==> src/rtl/btn_step_gen_if.sv <==
// Button-to-step-clock signal bundle: raw button in, step clock, strobe,
// debounced level and press counter out.
interface btn_step_gen_if #(
  parameter int COUNT_W = 16
);
  logic               btn_raw;
  logic               step_clk;
  logic               step_pulse;
  logic               btn_level;
  logic [COUNT_W-1:0] step_count;

  // master drives the button; slave is the step generator.
  modport master (
    output btn_raw,
    input  step_clk,
    input  step_pulse,
    input  btn_level,
    input  step_count
  );

  modport slave (
    input  btn_raw,
    output step_clk,
    output step_pulse,
    output btn_level,
    output step_count
  );
endinterface

==> src/rtl/btn_step_gen.sv <==
// Debounced single-step clock generator: one fixed-width step clock per
// accepted button press, plus debounced level and a wrapping press counter.
module btn_step_gen #(
  parameter int DEBOUNCE_CYCLES = 1_000_000,
  parameter int CNT_W           = 20,
  parameter int PULSE_CYCLES    = 4,
  parameter int COUNT_W         = 16
) (
  input  logic          base_clk,
  input  logic          reset,
  btn_step_gen_if.slave bus
);

  localparam int PCNT_W = (PULSE_CYCLES > 1) ? $clog2(PULSE_CYCLES) : 1;
  localparam logic [CNT_W-1:0]  CNT_LAST  = CNT_W'(DEBOUNCE_CYCLES - 1);
  localparam logic [CNT_W-1:0]  CNT_ONE   = CNT_W'(1);
  localparam logic [PCNT_W-1:0] PCNT_LOAD = PCNT_W'(PULSE_CYCLES - 1);
  localparam logic [PCNT_W-1:0] PCNT_ONE  = PCNT_W'(1);
  localparam logic [COUNT_W-1:0] COUNT_ONE = COUNT_W'(1);

  typedef enum logic [1:0] {
    IDLE,
    PRESS_WAIT,
    PRESSED,
    RELEASE_WAIT
  } state_t;

  logic               sync1_reg;
  logic               s_reg;
  state_t             state_reg,      state_next;
  logic [CNT_W-1:0]   cnt_reg,        cnt_next;
  logic [PCNT_W-1:0]  pcnt_reg,       pcnt_next;
  logic               step_clk_reg,   step_clk_next;
  logic               step_pulse_reg, step_pulse_next;
  logic               btn_level_reg,  btn_level_next;
  logic [COUNT_W-1:0] step_count_reg, step_count_next;
  logic               fire;

  // Debounce FSM: a level change is accepted only after N consecutive
  // samples of the opposite level; only the rising acceptance fires a step.
  always_comb begin
    state_next = state_reg;
    cnt_next   = cnt_reg;
    fire       = 1'b0;
    case (state_reg)
      IDLE: begin
        if (s_reg) begin
          state_next = PRESS_WAIT;
          cnt_next   = CNT_ONE;
        end
      end
      PRESS_WAIT: begin
        if (!s_reg) begin
          state_next = IDLE;
          cnt_next   = '0;
        end else if (cnt_reg == CNT_LAST) begin
          state_next = PRESSED;
          cnt_next   = '0;
          fire       = 1'b1;
        end else begin
          cnt_next = cnt_reg + CNT_ONE;
        end
      end
      PRESSED: begin
        if (!s_reg) begin
          state_next = RELEASE_WAIT;
          cnt_next   = CNT_ONE;
        end
      end
      RELEASE_WAIT: begin
        if (s_reg) begin
          state_next = PRESSED;
          cnt_next   = '0;
        end else if (cnt_reg == CNT_LAST) begin
          state_next = IDLE;
          cnt_next   = '0;
        end else begin
          cnt_next = cnt_reg + CNT_ONE;
        end
      end
      default: begin
        state_next = RELEASE_WAIT;
        cnt_next   = '0;
      end
    endcase
  end

  // Step output stage; the pulse counter runs on its own once loaded.
  always_comb begin
    step_pulse_next = fire;
    step_clk_next   = fire || (pcnt_reg != '0);
    pcnt_next       = '0;
    if (fire) begin
      pcnt_next = PCNT_LOAD;
    end else if (pcnt_reg != '0) begin
      pcnt_next = pcnt_reg - PCNT_ONE;
    end
    step_count_next = fire ? (step_count_reg + COUNT_ONE) : step_count_reg;
    btn_level_next  = (state_next == PRESSED) || (state_next == RELEASE_WAIT);
  end

  always_ff @(posedge base_clk) begin
    if (reset) begin
      sync1_reg      <= 1'b1;
      s_reg          <= 1'b1;
      state_reg      <= RELEASE_WAIT;
      cnt_reg        <= '0;
      pcnt_reg       <= '0;
      step_clk_reg   <= 1'b0;
      step_pulse_reg <= 1'b0;
      btn_level_reg  <= 1'b1;
      step_count_reg <= '0;
    end else begin
      sync1_reg      <= bus.btn_raw;
      s_reg          <= sync1_reg;
      state_reg      <= state_next;
      cnt_reg        <= cnt_next;
      pcnt_reg       <= pcnt_next;
      step_clk_reg   <= step_clk_next;
      step_pulse_reg <= step_pulse_next;
      btn_level_reg  <= btn_level_next;
      step_count_reg <= step_count_next;
    end
  end

  assign bus.step_clk   = step_clk_reg;
  assign bus.step_pulse = step_pulse_reg;
  assign bus.btn_level  = btn_level_reg;
  assign bus.step_count = step_count_reg;

endmodule

==> src/flat_wrapper.sv <==
// flat-port wrapper written by rule: the top's interface ports become plain ports
module btn_step_gen_flat 
#(
  parameter int DEBOUNCE_CYCLES = 1_000_000,
  parameter int CNT_W           = 20,
  parameter int PULSE_CYCLES    = 4,
  parameter int COUNT_W         = 16
)
  (base_clk, reset, bus_btn_raw, bus_step_clk, bus_step_pulse, bus_btn_level, bus_step_count);
  btn_step_gen_if #(.COUNT_W(COUNT_W)) bus_i ();
  input  logic base_clk;
  input  logic reset;
  input wire logic [$bits(bus_i.btn_raw)-1:0] bus_btn_raw;
  output wire logic [$bits(bus_i.step_clk)-1:0] bus_step_clk;
  output wire logic [$bits(bus_i.step_pulse)-1:0] bus_step_pulse;
  output wire logic [$bits(bus_i.btn_level)-1:0] bus_btn_level;
  output wire logic [$bits(bus_i.step_count)-1:0] bus_step_count;
  assign bus_i.btn_raw = bus_btn_raw;
  assign bus_step_clk = bus_i.step_clk;
  assign bus_step_pulse = bus_i.step_pulse;
  assign bus_btn_level = bus_i.btn_level;
  assign bus_step_count = bus_i.step_count;
  btn_step_gen #(.DEBOUNCE_CYCLES(DEBOUNCE_CYCLES), .CNT_W(CNT_W), .PULSE_CYCLES(PULSE_CYCLES), .COUNT_W(COUNT_W)) u_core (.base_clk(base_clk), .reset(reset), .bus(bus_i));
endmodule
==> config.mk <==
export PLATFORM = sky130hd
export DESIGN_NAME = btn_step_gen_flat
export DESIGN_NICKNAME = d
export VERILOG_FILES = /design/src/rtl/btn_step_gen_if.sv /design/src/rtl/btn_step_gen.sv /design/src/flat_wrapper.sv
export SDC_FILE = /design/constraint.sdc
export NUM_CORES = 1
export LEC_CHECK = 0
export ABC_AREA = 1
export BUFFER_PORTS_ARGS = -buffer_cell sky130_fd_sc_hd__buf_2
export CORE_ASPECT_RATIO = 1.2
export CORE_MARGIN = 4
export CORE_UTILIZATION = 31
export CTS_CLUSTER_DIAMETER = 40
export DETAILED_ROUTE_END_ITERATION = 7
export GPL_TIMING_DRIVEN = 0
export SKIP_CTS_REPAIR_TIMING = 1
export SLEW_MARGIN = 5
export SYNTH_ARGS = -nofsm -noshare
export SYNTH_HDL_FRONTEND = slang
export SYNTH_SLANG_ARGS = --single-unit
==> constraint.sdc <==
create_clock -name base_clk -period 4.7 [get_ports base_clk]
set_input_delay 0.94 -clock base_clk [delete_from_list [all_inputs] [get_ports base_clk]]
set_output_delay 0.94 -clock base_clk [all_outputs]
set_load 0.03 [all_outputs]
Word-level counts from Yosys, hierarchy flattened

Cells that the tools add are included.
Widths: inputs -> output; s select.

Equal/unequal tests: 8
Mux-type cells: 18
Reductions and logical operators: 5
Add/subtract/negate cells: 3

Operators by type and width:

| cell                  | number |
|---|---|
| $mux 20               | 5 |
| $pmux 20 s4           | 1 |
| $add 20x1->20 const B | 1 |
| $eq 20x20->1 const B  | 1 |
| $add 16x1->16 const B | 1 |
| $mux 2                | 8 |
| $eq 2x2->1 const B    | 4 |
| $pmux 2 s4            | 1 |
| $mux 1                | 3 |
| $eq 2x1->1 const B    | 1 |
| $logic_not 2->1       | 1 |
| $logic_or 1x1->1      | 2 |
| $ne 2x1->1 const B    | 1 |
| $ne 2x2->1 const B    | 1 |
| $reduce_and 2->1      | 1 |
| $reduce_bool 2->1     | 1 |
| $sub 2x1->2 const B   | 1 |

Flip-flop bits (word level): 45
Output and inout port bits: 19
Input port bits: 3
Word-level logic and storage cells: 43

Logic depth before layout (Yosys ltp)

Gate-level depths: netlist of the first run.

Depth after elaboration: 6
Mapped depth: 10

Least setup slack after synthesis of the first run

No wires, ideal clock.

Path kind: reg-to-reg
Start: register u_core.step_count_reg[1] (netlist: u_core.bus.step_count[1])
End: register u_core.step_count_reg[14] (netlist: u_core.bus.step_count[14])
Period minus slack after synthesis: 1569 ps
Path slack: 3131 ps
Arrival time: 1435 ps
Data required time: 4566 ps
Stages on the path, launching flop included: 11
Path buffers: 0
Setup time: 134 ps
Path through: dfxtp_1 > ha_1 > nand2_1 > inv_1 > nand2_1 > nor2_1 > nand3_1 > nand2_1 > nand2_1 > nand2_1 > a21oi_1

Cells in the longest elaborated chain, start to end: 1

RTL lines:

| element                  | line                | RTL |
|---|---|---|
| start: declaration       | btn_step_gen.sv:36  | `logic [COUNT_W-1:0] step_count_reg, step_count_next;` |
| start signal: assignment | btn_step_gen.sv:122 | `step_count_reg <= step_count_next;` |
| $add 16x1->16            | btn_step_gen.sv:98  | `step_count_next = fire ? (step_count_reg + COUNT_ONE) : step_count_reg;` |

No other way between the ends.
A chain may end at the register's enable or synchronous reset.

Final worst setup path of the first run

Start: register u_core.step_count_reg[7] (netlist: u_core.bus.step_count[7])
End: output port bus_step_count[7]

RTL lines:

| element          | line               | RTL |
|---|---|---|
| end: declaration | flat_wrapper.sv:17 | `output wire logic [$bits(bus_i.step_count)-1:0] bus_step_count;` |

No word-level cell between the ends.

==> metrics.md, run 1 <==
| Metric | Value |
|---|---|
| Status | `finished, final reports clean` |
| I/O pin cnt | `22` |
| Max incr delay on CP | `0.44 ns` |
| Setup ws final | `2.78 ns` |
| Max-cap violations | `0` |
| Buf/Inv on CP | `1` |
| All-Layer GR Usage | `12.4%` |
| DR vias | `~2300` |
| Pins Over Slew Limit | `0` |
| Post-synthesis net count | `379` |
| First-pass GRT wire length | `9460 um` |
| DIE WIDTH | `89.4 um` |
| Max FO, Critical Path | `5` |
| Max Buffers Root-to-Sink | `2` |
| Largest register FFs | `20` |
| VDD IR max | `108 uV` |
| Min-delay worst type | `reg -> reg` |
| RSZ-0062 raised after global routing | `false` |
| PD cells | `239 nW/um^2` |
| Hpwl dp | `4130 um` |
| Layout cell share with drive strength beyond 1 | `14.1%` |
| Fin nets | `407` |
| Final setup viols | `0` |
| Drt initial violations | `112` |
| Arr. time, crit path | `0.98 ns` |
| Worst slew pin tran | `0.531 ns` |
| CTS H-tree depth | `2` |
| Pre-CTS setup slack | `about 2.8 ns` |
| Peak Freq | `521 MHz` |
| Area delta synth->final | `13.0%` |
| Die Y | `106 um` |
| Total grt overflow | `0` |
| Antenna Cells | `0` |
| CTS tree | `done` |
| Syn Inst Count | `around 370` |
| Largest net degree at the start of global routing | `14` |
| Distinct cells, synth | `33` |
| Seq/Total Area, Yosys | `36.5%` |
| Crit-path cells | `buf_2` |
| Yosys warns | `0` |
| Slowest library cell on the worst path | `dfxtp_1` |
| Routed WL per cell | `10.7 um` |
| Max Clock Skew | `0.00906 ns` |
| Clk slew on worst S/H paths | `0.09 ns` |
| Vias per cell | `4.63` |
| Placement Cell Area | `2690 um^2` |
| Initial Utilization | `32.0%` |
| Worst-Skew Late Latency | `approximately 0.30 ns` |
| TritonRoute pass-1 iters | `4` |
| Kind of critical path | `reg -> out` |
| Setup TNS Final | `0 ns` |
| Commonest cells after routing, fill and taps aside | `nand2_1, nor2_1, dfxtp_1, inv_1, buf_2` |
| Vias in the first global route | `2241` |
| Cell family contributing the most delay on the critical path | `flip-flops` |
| Total clock sinks | `45` |
| Prevailing post-synth register cell | `dfxtp_1` |
| Crit share post-route | `40.8%` |
| DRC Markers | `0` |
| CP Launch Type | `register` |
| Fillcell total | `845` |
| P_leak | `about 1.2 nW` |
| Synthesized flop and latch total | `45` |
| Most common cell after layout, fill and taps aside | `nand2_1` |
| Site Rows | `35` |
| Fin. Hold Viols | `0` |
| CTS Buf Count | `5` |
| Final wirelength | `5280 um` |
| Die area | `9460 um^2` |
| WP data required | `approximately 3.8 ns` |
| Avg Inst Size Synth | `about 6.6 um^2` |
| Post-Syn Area | `around 2500 um^2` |
| PortBufs | `21` |
| Final Util | `36.2%` |
| Final min period | `between 1.5 and 2 ns` |
| Max-slew headroom | `roughly 65%` |
| Design area | `2790 um^2` |
| RePlAce Congestion | `0.912` |
| Crit path capture type | `output pin` |
| Antenna violations before repair | `0` |
| Post-synth ARST share | `0%` |
| Post-DRT Antenna Nets | `0` |
| EDFF count, synth | `0` |
| Core ar. | `7710 um^2` |
| Root Driver | `clkbuf_8` |
## per-stage QoR
| stage | power, mW | hold WS [ns] | instances |
|---|---|---|---|
| global placement | 0.415 | 0.393 | 487 |
| floorplan | 0.408 | 0.389 | 374 |
| finish | 0.666 | 0.413 | 495 |
| detailed placement | 0.415 | 0.394 | 487 |
| global route | 0.703 | 0.439 | 495 |
| CTS | 0.678 | 0.415 | 495 |
## synthesized netlist by cell type, types with 2 or more instances
| cell | n | share of area (%) |
|---|---|---|
| dfxtp_1 | 45 | 37 |
| nor3_1 | 9 | 1.8 |
| xor2_1 | 10 | 3.5 |
| or2_2 | 2 | 0.51 |
| nand2_2 | 3 | 0.76 |
| a21oi_1 | 16 | 3.2 |
| nand4_1 | 9 | 2.3 |
| nand4_2 | 2 | 1.0 |
| a21oi_2 | 4 | 1.4 |
| nor2_1 | 56 | 8.5 |
| nand3_1 | 20 | 4.1 |
| buf_6 | 3 | 1.4 |
| nand2_1 | 117 | 18 |
| clkbuf_1 | 2 | 0.30 |
| or2_1 | 2 | 0.51 |
| nor3b_1 | 3 | 0.91 |
| nand3b_1 | 2 | 0.61 |
| o211ai_1 | 2 | 0.61 |
| ha_1 | 2 | 1.0 |
| inv_1 | 43 | 6.5 |
| nand3_2 | 2 | 0.81 |
| xnor2_1 | 3 | 1.1 |
| nor2_2 | 4 | 1.0 |
| inv_2 | 4 | 0.61 |
## final cells by class
type | count | area (um^2) | share of cell area [%]
inverters | 47 | 176 | 6.33
clock buffers | 7 | 96.3 | 3.45
clock inverters | 1 | 5.00 | 0.179
flip-flops and latches | 45 | 901 | 32.3
repair buffers | 21 | 105 | 3.77
plain buffers | 6 | 46.3 | 1.66
multi-input cells | 276 | 1340 | 48.2
well taps | 92 | 115 | 4.13
## layer usage
layer / part of all wire (%) / wire [um] / vias to the layer above / track usage [%]
met1: 46 / 2420 / 1012 / 15.1
met2: 48 / 2550 / 41 / 20.6
met5: 0 / 0 / - / 0
met3: 2.8 / 150 / 13 / 2.03
met4: 3.0 / 161 / 0 / 5.85
li1: - / - / 1224 / -
## cell families after synthesis
| logic type | after synthesis | synth area share (%) |
|---|---|---|
| fa+ha+maj | 2 | 1.01 |
| simple gates | 235 | 42.4 |
| buf+inv | 53 | 9.03 |
| xor+xnor | 13 | 4.61 |
| compound gates | 26 | 6.39 |
| flops | 45 | 36.5 |
## final timing paths
check	depth (start not counted)	slack (ns)	startpoint	end
min reg2reg	1	0.41	u_core.sync1_reg	u_core.s_reg
max	1	2.78	u_core.bus.step_count[7]	bus_step_count[7]
max reg2reg	9	2.96	u_core.cnt_reg[0]	u_core.bus.step_count[7]
min	1	0.41	u_core.sync1_reg	u_core.s_reg
## where the power goes
group          switching (mW)  internal, mW
sequential            0.00199         0.383
combinational          0.0138       0.00638
clock                   0.128         0.133
(Power assumes the default switching activity.)
==> run 2: changes to the inputs <==
==> constraint.sdc (replaced) <==
create_clock -name base_clk -period 1.9 [get_ports base_clk]
set_input_delay 0.38 -clock base_clk [delete_from_list [all_inputs] [get_ports base_clk]]
set_output_delay 0.38 -clock base_clk [all_outputs]
set_load 0.03 [all_outputs]
==> metrics.md, run 2 (synthesis gave the netlist of run 1 again) <==
| Metric | Value |
|---|---|
| Area delta synth->final | `13.7%` |
| Min-delay worst type | `in -> reg` |
| Final setup viols | `0` |
| Die area | `about 9500 um^2` |
| Post-DRT Antenna Nets | `0` |
| Vias in the first global route | `about 2200` |
| Drt initial violations | `108` |
| Crit share post-route | `91.2%` |
| CTS Buf Count | `5` |
| CP Launch Type | `register` |
| P_leak | `~1.2 nW` |
| Fin nets | `409` |
| I/O pin cnt | `22` |
| Most common cell after layout, fill and taps aside | `nand2_1` |
| Antenna Cells | `0` |
| Fin. Hold Viols | `0` |
| Layout cell share with drive strength beyond 1 | `about 15%` |
| Kind of critical path | `reg -> reg` |
| Final Util | `a little over a third` |
| Max-slew headroom | `roughly 66%` |
| Status | `finished, final reports clean` |
| Max Buffers Root-to-Sink | `2` |
| Site Rows | `35` |
| Core ar. | `7710 um^2` |
| Initial Utilization | `32.0%` |
| Fillcell total | `~840` |
| Largest register FFs | `20` |
| Peak Freq | `577 MHz` |
| DIE WIDTH | `89.4 um` |
| Pre-CTS setup slack | `0.131 ns` |
| Crit path capture type | `register` |
| Setup ws final | `approximately 0.17 ns` |
| Max-cap violations | `0` |
| DR vias | `2293` |
| VDD IR max | `around 270 uV` |
| Vias per cell | `4.61` |
| Total grt overflow | `0` |
| Max Clock Skew | `0.00498 ns` |
| Final min period | `1.73 ns` |
| Clk slew on worst S/H paths | `approximately 0.08 ns` |
| Root Driver | `clkbuf_8` |
| TritonRoute pass-1 iters | `4` |
| Max FO, Critical Path | `10` |
| Worst-Skew Late Latency | `between 0.2 and 0.3 ns` |
| First-pass GRT wire length | `~9500 um` |
| Antenna violations before repair | `0` |
| CTS tree | `done` |
| Largest net degree at the start of global routing | `14` |
| Arr. time, crit path | `around 1.9 ns` |
| DRC Markers | `0` |
| PortBufs | `21` |
| Routed WL per cell | `10.6 um` |
| RePlAce Congestion | `0.912` |
| WP data required | `2.08 ns` |
| Hpwl dp | `between 4000 and 5000 um` |
| CTS H-tree depth | `2` |
| Worst slew pin tran | `about 0.52 ns` |
| Commonest cells after routing, fill and taps aside | `nand2_1, nor2_1, dfxtp_1, inv_1, buf_2` |
| All-Layer GR Usage | `roughly 12%` |
| Final wirelength | `5290 um` |
| Die Y | `roughly 110 um` |
| PD cells | `585 nW/um^2` |
| Pins Over Slew Limit | `0` |
| Total clock sinks | `45` |
## run 2: cell count changes in the layout (fill, tap and decap cells not counted)
| cell | before | now |
|---|---|---|
| clkbuf_4 | 0 | 1 |
| buf_2 | 22 | 21 |
| buf_4 | 0 | 2 |
## run 2: final cells by class
type,instances,area [um^2],area share [%]
Inverter,47,176,6.29
Sequential cell,45,901,32.1
Clock inverter,1,5.00,0.178
Timing Repair Buffer,23,120,4.28
Multi-Input combinational cell,276,1340,47.9
Tap cell,92,115,4.10
Clock buffer,7,96.3,3.43
Buffer,6,48.8,1.74
## run 2: stage by stage
stage / TNS, ns / instances / hold WS, ns / instance area, um^2 / power [mW]
after floorplan: 0 / 374 / 0.389 / 2470 / 1.01
after global placement: 0 / 487 / 0.393 / 2690 / 1.03
after detailed placement: 0 / 487 / 0.394 / 2690 / 1.03
after CTS: 0 / 495 / 0.255 / 2790 / 1.68
after global routing: -0.00578 / 497 / 0.258 / 2810 / 1.74
final: 0 / 497 / 0.267 / 2810 / 1.64
## run 2: worst paths after layout
| path | start | end | slack, ns | cells after the start |
|---|---|---|---|---|
| setup / recovery | u_core.cnt_reg[0] | u_core.cnt_reg[12] | 0.17 | 9 |
| hold / removal | bus_btn_raw | u_core.sync1_reg | 0.27 | 2 |
| hold reg to reg | u_core.sync1_reg | u_core.s_reg | 0.41 | 1 |
| setup reg to reg | u_core.cnt_reg[0] | u_core.cnt_reg[12] | 0.17 | 9 |
## run 2: power by group
group	switching (mW)	total, mW	internal (mW)
Combinational	0.0341	0.0499	0.0158
Sequential	0.00491	0.952	0.947
Clock	0.312	0.641	0.329
Total	0.351	1.64	1.29
## run 2: critical path, stage by stage, from the launching register on
cell     delay [ns]
dfxtp_1        0.39
ha_1           0.22
nand3_2        0.12
inv_2          0.11
nand3_1        0.09
nor2_2         0.18
nand2_2        0.14
nand3_4        0.15
buf_6          0.17
nor3_2         0.05
## run 2: metal layers
metal,vias up,wire length (um),GRT usage [%]
li1,1234,-,-
met1,1009,2410,15.1
met2,37,2560,20.6
met3,13,152,2.03
met4,0,159,5.85
met5,-,0,0
